--- src/rtl/mem_arb_pkg.sv ---
// mem_arb_pkg: shared FSM state type, port ids and the width helper for the arbiter.
// Latency: none (declarations only).
// Backpressure: none (declarations only).
package mem_arb_pkg;

  typedef enum logic [1:0] {
    IDLE = 2'd0,
    WAIT = 2'd1,
    RESP = 2'd2
  } state_t;

  localparam logic PORT_I = 1'b0;
  localparam logic PORT_D = 1'b1;

  // Smallest width able to hold values 0..value-1.
  function automatic int clog2(input int value);
    int result;
    result = 0;
    for (int k = 0; k < 31; k++) begin
      if ((1 << k) < value) result = k + 1;
    end
    return result;
  endfunction

endpackage

--- src/rtl/mem_arb_lat_cnt.sv ---
// mem_arb_lat_cnt: loadable down-counter tracking the memory read latency.
// Latency: load takes effect on the next edge; o_done is combinational from the count.
// Backpressure: none; i_dec simply holds the count when low, and the count saturates at 0.
module mem_arb_lat_cnt #(
  parameter int W = 3
) (
  input  logic         clk,
  input  logic         rst_n,
  input  logic         i_load,
  input  logic [W-1:0] i_load_val,
  input  logic         i_dec,
  output logic         o_done
);

  logic [W-1:0] r_cnt;

  // Load has priority over decrement; never wraps below zero.
  always_ff @(posedge clk or negedge rst_n) begin
    if (!rst_n) begin
      r_cnt <= '0;
    end else if (i_load) begin
      r_cnt <= i_load_val;
    end else if (i_dec && (r_cnt != '0)) begin
      r_cnt <= r_cnt - W'(1);
    end
  end

  assign o_done = (r_cnt == W'(1));

endmodule

--- src/rtl/mem_arbiter.sv ---
// mem_arbiter: grants the fetch or data port onto one fixed-latency single-ported memory.
// Latency: request sampled at edge k -> mem_en in cycle k+1 -> ack in cycle k+2+MEM_LAT.
// Backpressure: requesters hold req until ack; hlt blocks fetch grants. MEM_ARB_RR_EN = round-robin ties.
module mem_arbiter
  import mem_arb_pkg::*;
#(
  parameter int MEM_LAT = 4,
  parameter int AW      = 16,
  parameter int DW      = 16
) (
  input  logic          clk,
  input  logic          rst_n,
  input  logic          hlt,
  input  logic          i_req,
  input  logic [AW-1:0] i_addr,
  output logic [DW-1:0] i_rdata,
  output logic          i_ack,
  input  logic          d_req,
  input  logic          d_we,
  input  logic [AW-1:0] d_addr,
  input  logic [DW-1:0] d_wdata,
  output logic [DW-1:0] d_rdata,
  output logic          d_ack,
  output logic          mem_en,
  output logic          mem_we,
  output logic [AW-1:0] mem_addr,
  output logic [DW-1:0] mem_wdata,
  input  logic [DW-1:0] mem_rdata,
  output logic          busy
);

  localparam int CW = clog2(MEM_LAT + 1);

  state_t        r_state;
  state_t        w_next_state;
  logic          r_port;
  logic          r_mem_en;
  logic          r_mem_we;
  logic [AW-1:0] r_mem_addr;
  logic [DW-1:0] r_mem_wdata;
  logic [DW-1:0] r_i_rdata;
  logic [DW-1:0] r_d_rdata;

  logic w_i_elig;
  logic w_d_elig;
  logic w_pick_d;
  logic w_grant;
  logic w_dec;
  logic w_done;
  logic w_capture;

  assign w_i_elig = i_req && !hlt;
  assign w_d_elig = d_req;
  assign w_grant  = (r_state == IDLE) && (w_i_elig || w_d_elig);

  // The command cycle (mem_en high) is not a latency cycle, so counting starts after it.
  assign w_dec     = (r_state == WAIT) && !r_mem_en;
  assign w_capture = w_dec && w_done;

`ifdef MEM_ARB_RR_EN
  logic r_last_grant;

  // Remember the last granted port so a tie goes to the other one.
  always_ff @(posedge clk or negedge rst_n) begin
    if (!rst_n) begin
      r_last_grant <= PORT_I;
    end else if (w_grant) begin
      r_last_grant <= w_pick_d ? PORT_D : PORT_I;
    end
  end

  assign w_pick_d = w_d_elig && (!w_i_elig || (r_last_grant == PORT_I));
`else
  // Data access belongs to the older instruction, so it always wins a tie.
  assign w_pick_d = w_d_elig;
`endif

  mem_arb_lat_cnt #(
    .W (CW)
  ) u_lat_cnt (
    .clk        (clk),
    .rst_n      (rst_n),
    .i_load     (w_grant),
    .i_load_val (CW'(MEM_LAT)),
    .i_dec      (w_dec),
    .o_done     (w_done)
  );

  // State register.
  always_ff @(posedge clk or negedge rst_n) begin
    if (!rst_n) r_state <= IDLE;
    else        r_state <= w_next_state;
  end

  // Next-state logic: IDLE grants, WAIT counts out the latency, RESP lasts one cycle.
  always_comb begin
    w_next_state = r_state;
    case (r_state)
      IDLE:    if (w_grant) w_next_state = WAIT;
      WAIT:    if (w_capture) w_next_state = RESP;
      RESP:    w_next_state = IDLE;
      default: w_next_state = IDLE;
    endcase
  end

  // Output logic: one-cycle ack to the granted port while in RESP.
  always_comb begin
    i_ack = 1'b0;
    d_ack = 1'b0;
    busy  = (r_state != IDLE);
    if (r_state == RESP) begin
      i_ack = (r_port == PORT_I);
      d_ack = (r_port == PORT_D);
    end
  end

  // Command latch on grant and read-data capture at the end of the latency window.
  always_ff @(posedge clk or negedge rst_n) begin
    if (!rst_n) begin
      r_port      <= PORT_I;
      r_mem_en    <= 1'b0;
      r_mem_we    <= 1'b0;
      r_mem_addr  <= '0;
      r_mem_wdata <= '0;
      r_i_rdata   <= '0;
      r_d_rdata   <= '0;
    end else begin
      r_mem_en <= w_grant;
      if (w_grant) begin
        r_port      <= w_pick_d ? PORT_D : PORT_I;
        r_mem_we    <= w_pick_d && d_we;
        r_mem_addr  <= w_pick_d ? d_addr : i_addr;
        r_mem_wdata <= w_pick_d ? d_wdata : '0;
      end
      if (w_capture) begin
        if (r_port == PORT_I) begin
          r_i_rdata <= mem_rdata;
        end else if (!r_mem_we) begin
          r_d_rdata <= mem_rdata;
        end
      end
    end
  end

  assign mem_en    = r_mem_en;
  assign mem_we    = r_mem_we;
  assign mem_addr  = r_mem_addr;
  assign mem_wdata = r_mem_wdata;
  assign i_rdata   = r_i_rdata;
  assign d_rdata   = r_d_rdata;

endmodule

--- config.mk ---
export PLATFORM = sky130hd
export DESIGN_NAME = mem_arbiter
export DESIGN_NICKNAME = d
export VERILOG_FILES = /design/src/rtl/mem_arb_pkg.sv /design/src/rtl/mem_arb_lat_cnt.sv /design/src/rtl/mem_arbiter.sv
export SDC_FILE = /design/constraint.sdc
export NUM_CORES = 1
export LEC_CHECK = 0
export ABC_AREA = 1
export ABC_CLOCK_PERIOD_IN_PS = 1900
export BUFFER_PORTS_ARGS = -buffer_cell sky130_fd_sc_hd__buf_2
export CORE_ASPECT_RATIO = 1.25
export CORE_MARGIN = 2
export CORE_UTILIZATION = 48
export DETAILED_ROUTE_END_ITERATION = 16
export GPL_TIMING_DRIVEN = 0
export PLACE_DENSITY = 0.81
export SETUP_SLACK_MARGIN = 0.05
export SYNTH_ARGS = -nofsm -noshare
export SYNTH_HDL_FRONTEND = slang
export SYNTH_HIERARCHICAL = 1
export SYNTH_SLANG_ARGS = --single-unit
--- constraint.sdc ---
create_clock -name clk -period 1.9 [get_ports clk]
set_clock_uncertainty 0.15 [all_clocks]
set_input_delay 0.095 -clock clk [delete_from_list [all_inputs] [get_ports clk]]
set_output_delay 0.095 -clock clk [all_outputs]
set_load 0.03 [all_outputs]
After elaboration in Yosys (flattened, before gate mapping) --
Index checks and enable logic that the tools add are counted.
Operators by class: add/sub/neg operators 1, $mul 0, div/mod/pow operators 0, order comparisons 0, equality and inequality tests 5, shift operators 0, muxes and demuxes 10, bitwise gates (word level) 2, reduce and logical (&&, ||, !) cells 16
Operators by type and width (count):
- two-way mux 16 bit | 2
- logical AND 1 bit | 6
- two-way mux 3 bit | 2
- two-way mux 2 bit | 2
- inequality test 2 bit, second input constant | 2
- case mux 2 bit (2 select lines) | 1
- AND reduction 2 bit | 2
- nonzero test 2 bit | 2
- equality test 3 x 1 -> 1 bit, second input constant | 1
- two-way mux 1 bit | 3
- AND reduction 3 bit | 1
- nonzero test 3 bit | 1
- subtractor 3 x 1 -> 3 bit, second input constant | 1
- equality test 2 x 1 -> 1 bit, second input constant | 1
- equality test 2 bit, second input constant | 1
- zero test 1 bit | 2
- zero test 2 bit | 1
- inverter 1 bit | 2
- logical OR 1 bit | 1
Word-level totals: register bits 72, latch bits 0, RAM bits 0, ROM bits 0, input bits 70, output and inout port bits 69, word-level logic and storage cells 43, memories kept 0

Depth between registers and ports, before layout --
Gate-level depths: netlist (run 1).
depth in word-level cells 6, depth in mapped cells 10, gate-level depth less buffers 9

By module --
The synthesis (run 1) kept the hierarchy.
Modules (own cells, without submodules):
- mem_arbiter | instances 1, cells each 360, area each 3017.9 um^2, sequential area each 1726.7 um^2
- mem_arb_lat_cnt | instances 1, cells each 32, area each 230.2 um^2, sequential area each 75.1 um^2

Least setup slack after synthesis (run 1) --
Ideal clock, no wire load.
path type reg2out, start point register r_port, end point output d_ack, arrival 1.400 ns, data required time 1.655 ns, slack 0.255 ns, cell stages (with the launch flop) 5, buffers on the path 2, path through dfrtp_1 > inv_1 > buf_2 > clkbuf_1 > nor3_1
On the way: cells in the longest elaborated chain, start to end 1
RTL lines:
- from (decl) | line mem_arbiter.sv:36 | logic r_port;
- from (signal assigned) | line mem_arbiter.sv:130 | r_port <= w_pick_d ? PORT_D : PORT_I;
- two-way mux 1 bit | line mem_arbiter.sv:111 | if (r_state == RESP) begin
- to (decl) | line mem_arbiter.sv:23 | output logic d_ack,
No other way between the ends.

Final worst setup path (run 1) --
Ends and elaborated chain as after synthesis.

==> results.json, run 1 <==
{
  "status": "finished clean",
  "grt_pass1_wl_mm": 16.4,
  "gp_congestion": 0.804,
  "clock_path_buffers": 2,
  "fp.dieH_um": 96.0,
  "drc": 0,
  "seqCellArea_um2": 1800,
  "syn_area_per_cell_um2": 8.29,
  "die_w_um": 77.6,
  "drive_above_1_share_pct": 30.8,
  "grt_pass1_vias": 3499,
  "multi_input_area_um2": 1270,
  "cts_made_buffers": 9,
  "final.fill_count": 435,
  "yosysTopAreaCell": "dfrtp_1",
  "final_cells": 701,
  "fmax_ghz": 0.564,
  "cp.arrival_ns": 1.53,
  "synth_area_um2": 3250,
  "yosysSeqAreaShare_pct": 55.5,
  "antennaDiodeCount": 0,
  "antenna_found_initial": 0,
  "cts_tree": "built",
  "fin_crit_ns": 1.77,
  "clock-root-buffer": "clkbuf_8",
  "critPathMaxFanout": 10,
  "first_pass_iters": 5,
  "die_area_um2": 7440,
  "fin_tns_setup_ns": 0,
  "vdd_drop_max_v": 0.000924,
  "overflow": 0,
  "path_clk_slew_ns": 0.07,
  "wl_mm": 10.3,
  "clock_sinks": 72,
  "p_per_area_nw_per_um2": 1730,
  "synth_cells": 392,
  "initial_core_util_pct": 49.5,
  "rsz0062_at_grt": "no",
  "hp-start": "d_req",
  "slew_headroom_pct": 41.2,
  "fp-row-count": 33,
  "hp-class": "input port to flip-flop",
  "area_growth_pct": 52.3,
  "cp-end-kind": "output pin",
  "yosys.cell_types.count": 24,
  "yosys_warnings": 6,
  "slowest_stage": "dfrtp_1",
  "setup_viol": 0,
  "critPathMaxStageDelay_ns": 0.39,
  "startpoint": "r_port",
  "pre_cts_slack_ns": 0.0690,
  "via_per_inst": 5.03,
  "critPathBufInv": 4,
  "leakagePower_nw": 2.80,
  "via_count": 3523,
  "wl_per_cell_um": 14.7,
  "post-place-cells": 617,
  "max_cap_violations": 0,
  "coreArea_um2": 6570,
  "place_hpwl_mm": 5.77,
  "worst-endpoint-required_ns": 1.65,
  "grt_usage_pct": 28.1,
  "fin_crit_sh_pct": 93.4,
  "setup.worst_path.start_class": "flip-flop",
  "worst-setup-path-type": "flip-flop to output pin",
  "synth_seq_cells": 72,
  "fin_nets": 682,
  "cts_max_level": 3,
  "finalMaxSlewViolations": 0,
  "hold_viol_final": 0,
  "drt-initial-drc-count": 242,
  "ys_top_cells_by_area": "dfrtp_1 (55%), nand2_1 (26%), nand4_1 (6.2%)",
  "worst_pin_slew_ns": 0.882,
  "rr_startpoint": "r_state[0]",
  "setup_ws_ns": 0.125,
  "design.portCount": 139,
  "clkLatencyLatePin_ns": 0.33,
  "synth_top_area_share_pct": 55.5,
  "crit_family": "buffers and inverters",
  "grt_max_degree": 73,
  "ant_nets": 0,
  "crit_chain": "inv_1, buf_2, clkbuf_4, nor3_1, buf_4",
  "port_buffers": 137
}
cell families (layout without fill, tap and decap cells):
| group | after synthesis | count (layout) | share of synthesized area (%) |
|---|---|---|---|
| AO/OA/AOI/OAI | 6 | 6 | 0.925 |
| adder cells (fa/ha/maj) | 3 | 3 | 1.16 |
| buffers and inverters | 36 | 257 | 5.89 |
| flip-flops | 72 | 72 | 55.5 |
| other | 2 | 3 | 0.231 |
| AND/OR/NAND/NOR | 273 | 273 | 36.3 |
where the power goes:
part | leakage (nW) | total (mW) | internal, mW | switching [mW]
Sequential | 0.886 | 2.76 | 2.30 | 0.461
Combinational | 1.82 | 4.65 | 1.40 | 3.25
Clock | 0.0920 | 1.17 | 0.600 | 0.573
worst min-delay path, delay by kind of cell:
kind | cells | cell delay [ns]
AND/OR/NAND/NOR | 1 | 0.14
buffers and inverters | 1 | 0.17
AO/OA/AOI/OAI | 1 | 0.10
cell usage in the layout, fill, tap and decap left out, drive strengths merged:
cell type and n:
nor3 3, conb 3, nand3 3, nor2 6, ha 3, bufinv 1, clkbuf 15, clkinvlp 2
o21ai 6, inv 16, nand4 33, nand2 228, dfrtp 72, clkinv 3, dlygate4sd3 67, buf 153
layout make-up:
class | instances | share of cell area [%]
Clock inverter | 6 | 1.21
Timing Repair Buffer | 205 | 27.7
Multi-Input combinational cell | 285 | 25.7
Tap cell | 87 | 2.20
Sequential cell | 72 | 36.4
Clock buffer | 10 | 2.58
Buffer | 20 | 2.93
Inverter | 16 | 1.26
through the flow:
step                      instance area [um2]  total power, mW  util (%)  hold WS (ns)
after floorplan                          3250             5.82         -        -0.351
after global placement                   4050             6.99      61.6         0.145
after detailed placement                 4050             7.13      61.7         0.127
after CTS                                4910             8.42      74.8        0.0351
after global routing                     4950             9.14      75.4        0.0800
final                                    4950             8.58      75.4        0.0706
synthesized netlist by cell type, drive strengths merged:
cell / count
nand4: 33
o21ai: 6
buf: 17
dfrtp: 72
ha: 3
conb: 2
clkbuf: 3
nand3: 3
nand2: 228
nor2: 6
inv: 16
nor3: 3
layer usage:
layer | vias up | share of wire (%) | global-route usage, %
met5 | - | 0 | 0
met3 | 39 | 9.1 | 5.91
met4 | 0 | 3.7 | 14.9
met2 | 234 | 49 | 48.0
li1 | 1658 | - | -
met1 | 1592 | 38 | 33.7
what timing repair did:
item	CTS	global route
hold buffers	67	0
gates resized for setup	1	16
endpoints found under the hold margin	137	0
buffers inserted	0	1
endpoints found under the setup margin	1	34
registers in the layout, summed over array words and instances, names as in the netlist:
register,flops
mem_en,1
r_state,2
d_rdata,16
u_lat_cnt/r_cnt,3
mem_we,1
mem_wdata,16
i_rdata,16
r_port,1
mem_addr,16
final timing paths:
path / endpoint / cells past startpoint / slack, ns
min in group asynchronous: d_rdata[10] / 2 / 0.29
max: d_ack / 5 / 0.13
max reg2reg: u_lat_cnt/r_cnt[2] / 9 / 0.17
min reg2reg: mem_wdata[5] / 2 / 0.32
min: r_port / 3 / 0.07
max in group asynchronous: r_state[0] / 2 / 0.73
(Power assumes the default switching activity.)
==> inputs of run 2 (changes only) <==
--- a/config.mk
+++ b/config.mk
@@ -6,15 +6,15 @@
 export NUM_CORES = 1
 export LEC_CHECK = 0
 export ABC_AREA = 1
-export ABC_CLOCK_PERIOD_IN_PS = 1900
+export ABC_CLOCK_PERIOD_IN_PS = 2300
 export BUFFER_PORTS_ARGS = -buffer_cell sky130_fd_sc_hd__buf_2
 export CORE_ASPECT_RATIO = 1.25
 export CORE_MARGIN = 2
-export CORE_UTILIZATION = 48
+export CORE_UTILIZATION = 51
 export DETAILED_ROUTE_END_ITERATION = 16
 export GPL_TIMING_DRIVEN = 0
-export PLACE_DENSITY = 0.81
-export SETUP_SLACK_MARGIN = 0.05
+export PLACE_DENSITY = 0.86
+export SETUP_SLACK_MARGIN = 0.3
 export SYNTH_ARGS = -nofsm -noshare
 export SYNTH_HDL_FRONTEND = slang
 export SYNTH_HIERARCHICAL = 1
==> constraint.sdc (replaced) <==
create_clock -name clk -period 2.3 [get_ports clk]
set_clock_uncertainty 0.15 [all_clocks]
set_input_delay 0.115 -clock clk [delete_from_list [all_inputs] [get_ports clk]]
set_output_delay 0.115 -clock clk [all_outputs]
set_load 0.03 [all_outputs]
==> run 2 against run 1 <==
  * Final cell count shrank 0.71%
  * Die area is 5.6% lower
  * Sequential share of layout area increased by 0.43 points
  * Combinational power down 18%
  * Via count rose by 2.2%
  * Power shrank 18%
  * Cell area down 1.2%
  * First-iteration DRC count shrank 34%
  * Register-to-register slack better by 0.31 ns
  * Critical endpoint unchanged
  * Highest routed layer unchanged
==> results.json, run 2 (synthesized netlist as in run 1, its figures left out) <==
{
  "finalInstanceArea_um2": 4890,
  "cp.arrival_ns": 1.59,
  "antenna_found_initial": 0,
  "hold_viol_final": 0,
  "path_clk_slew_ns": 0.07,
  "gp_congestion": 0.850,
  "p_sw_mw": 3.53,
  "via_per_inst": 5.17,
  "via_count": 3601,
  "fp-row-count": 32,
  "layout_commonest_cell": "nand2_1",
  "clkLatencyLatePin_ns": 0.33,
  "setup_viol": 0,
  "area_growth_pct": 50.5,
  "antennaDiodeCount": 0,
  "slew_headroom_pct": 40.6,
  "wl_per_cell_um": 14.9,
  "p_per_area_nw_per_um2": 1430,
  "final.fill_count": 398,
  "status": "finished clean",
  "fin_nets": 680,
  "post-place-cells": 615,
  "initial_core_util_pct": 52.7,
  "place_area_um2": 4050,
  "drt-initial-drc-count": 160,
  "fin_crit_ns": 1.86,
  "seqCellArea_um2": 1800,
  "worst-endpoint-required_ns": 2.04,
  "drive_above_1_share_pct": 30.1,
  "intPower_mw": 3.47,
  "clock-root-buffer": "clkbuf_8",
  "overflow": 0,
  "clock_path_buffers": 2,
  "worst-setup-path-type": "flip-flop to output pin",
  "wl_mm": 10.4,
  "cts_made_buffers": 9,
  "design.portCount": 139,
  "die_w_um": 75.4,
  "startpoint": "r_port",
  "port_buffers": 137,
  "worst_pin_slew_ns": 0.891,
  "fin_crit_sh_pct": 80.7,
  "fmax_ghz": 0.539,
  "drc": 0,
  "hp-class": "input port to flip-flop",
  "post_cts_buffers": 0,
  "power_frac_comb_pct": 54.6,
  "cts_max_level": 3,
  "seqPwrFrac_pct": 32.7,
  "setup.worst_path.start_class": "flip-flop",
  "max_cap_violations": 0,
  "final_cells": 696,
  "cts_tree": "built",
  "clock_sinks": 72,
  "multi_input_area_um2": 1260,
  "ant_nets": 0,
  "vdd_drop_max_v": 0.000996,
  "coreArea_um2": 6170,
  "first_pass_iters": 4,
  "rsz0062_at_grt": "no",
  "power_mw": 7.00,
  "critPathMaxFanout": 10,
  "grt_pass1_vias": 3646,
  "mostFrequentLayoutCells": "nand2_1 (222), buf_2 (142), dfrtp_1 (72), dlygate4sd3_1 (66), nand4_1 (32)",
  "clockPowerShare_pct": 12.7,
  "grt_usage_pct": 30.9,
  "grt_pass1_wl_mm": 16.6,
  "switching_share_pct": 50.5,
  "reg2reg_slack_ns": 0.48,
  "finalMaxSlewViolations": 0,
  "hp-start": "d_req",
  "die_area_um2": 7030,
  "fp.dieH_um": 93.2,
  "place_hpwl_mm": 5.86,
  "leakagePower_nw": 2.78,
  "fin_tns_setup_ns": 0,
  "rr_startpoint": "r_state[0]",
  "grt_max_degree": 73,
  "cp-end-kind": "output pin"
}
==> run 2: cell count changes in the layout (fill, tap and decap cells not counted), sizes merged <==
cell,change
bufinv,-1
buf,-1
dlygate4sd3,-1
clkinv,-1
clkbuf,+2
clkinvlp,-1
==> run 2: power by group through the flow <==
stage | clock [mW] | sequential, mW | combinational, mW
floorplan | 0 | 3.41 | 1.40
global placement | 0 | 2.25 | 3.52
detailed placement | 0 | 2.27 | 3.63
CTS | 0.902 | 2.25 | 3.72
global route | 0.954 | 2.34 | 4.14
finish | 0.892 | 2.29 | 3.82
==> run 2: layer usage <==
layer	routed length [um]	GRT usage (%)
met5	0	0
met4	378	16.5
met3	854	5.82
met2	5260	51.9
met1	3880	36.5
==> run 2: worst max-delay path, cell delays in order (launching register included) <==
cell	delay, ns
dfrtp_1	0.37
inv_1	0.06
buf_2	0.18
clkbuf_2	0.21
nor3_1	0.20
buf_2	0.24
==> run 2: worst paths after layout <==
kind | to | depth (start not counted)
worst max register to register | u_lat_cnt/r_cnt[2] | 9
max in group asynchronous | mem_addr[5] | 2
worst max-delay path | d_ack | 5
worst min-delay path | r_port | 3
min in group asynchronous | i_rdata[8] | 2
worst min register to register | mem_wdata[14] | 2
==> run 2: cell type report <==
cell class	count	area share [%]
Sequential cell	72	36.8
Timing Repair Buffer	203	27.6
Multi-Input combinational cell	285	25.8
Clock buffer	12	3.17
Buffer	20	2.74
Tap cell	85	2.18
Inverter	16	1.28
Clock inverter	3	0.358
==> run 2: stage by stage <==
stage	hold slack (ns)	utilization, %	worst slack (ns)
2_1_floorplan	-0.331	-	0.635
3_3_place_gp	0.165	65.6	0.529
3_5_place_dp	0.149	65.6	0.465
4_1_cts	0.0656	79.1	0.355
5_1_grt	0.128	79.3	0.302
6_report	0.0730	79.3	0.444
==> run 2: what timing repair did <==
action / CTS / global route
gates resized for setup: 0 / 5
hold buffers: 66 / 0
endpoints found under the setup margin: 0 / 22
hold endpoints to repair: 137 / 0
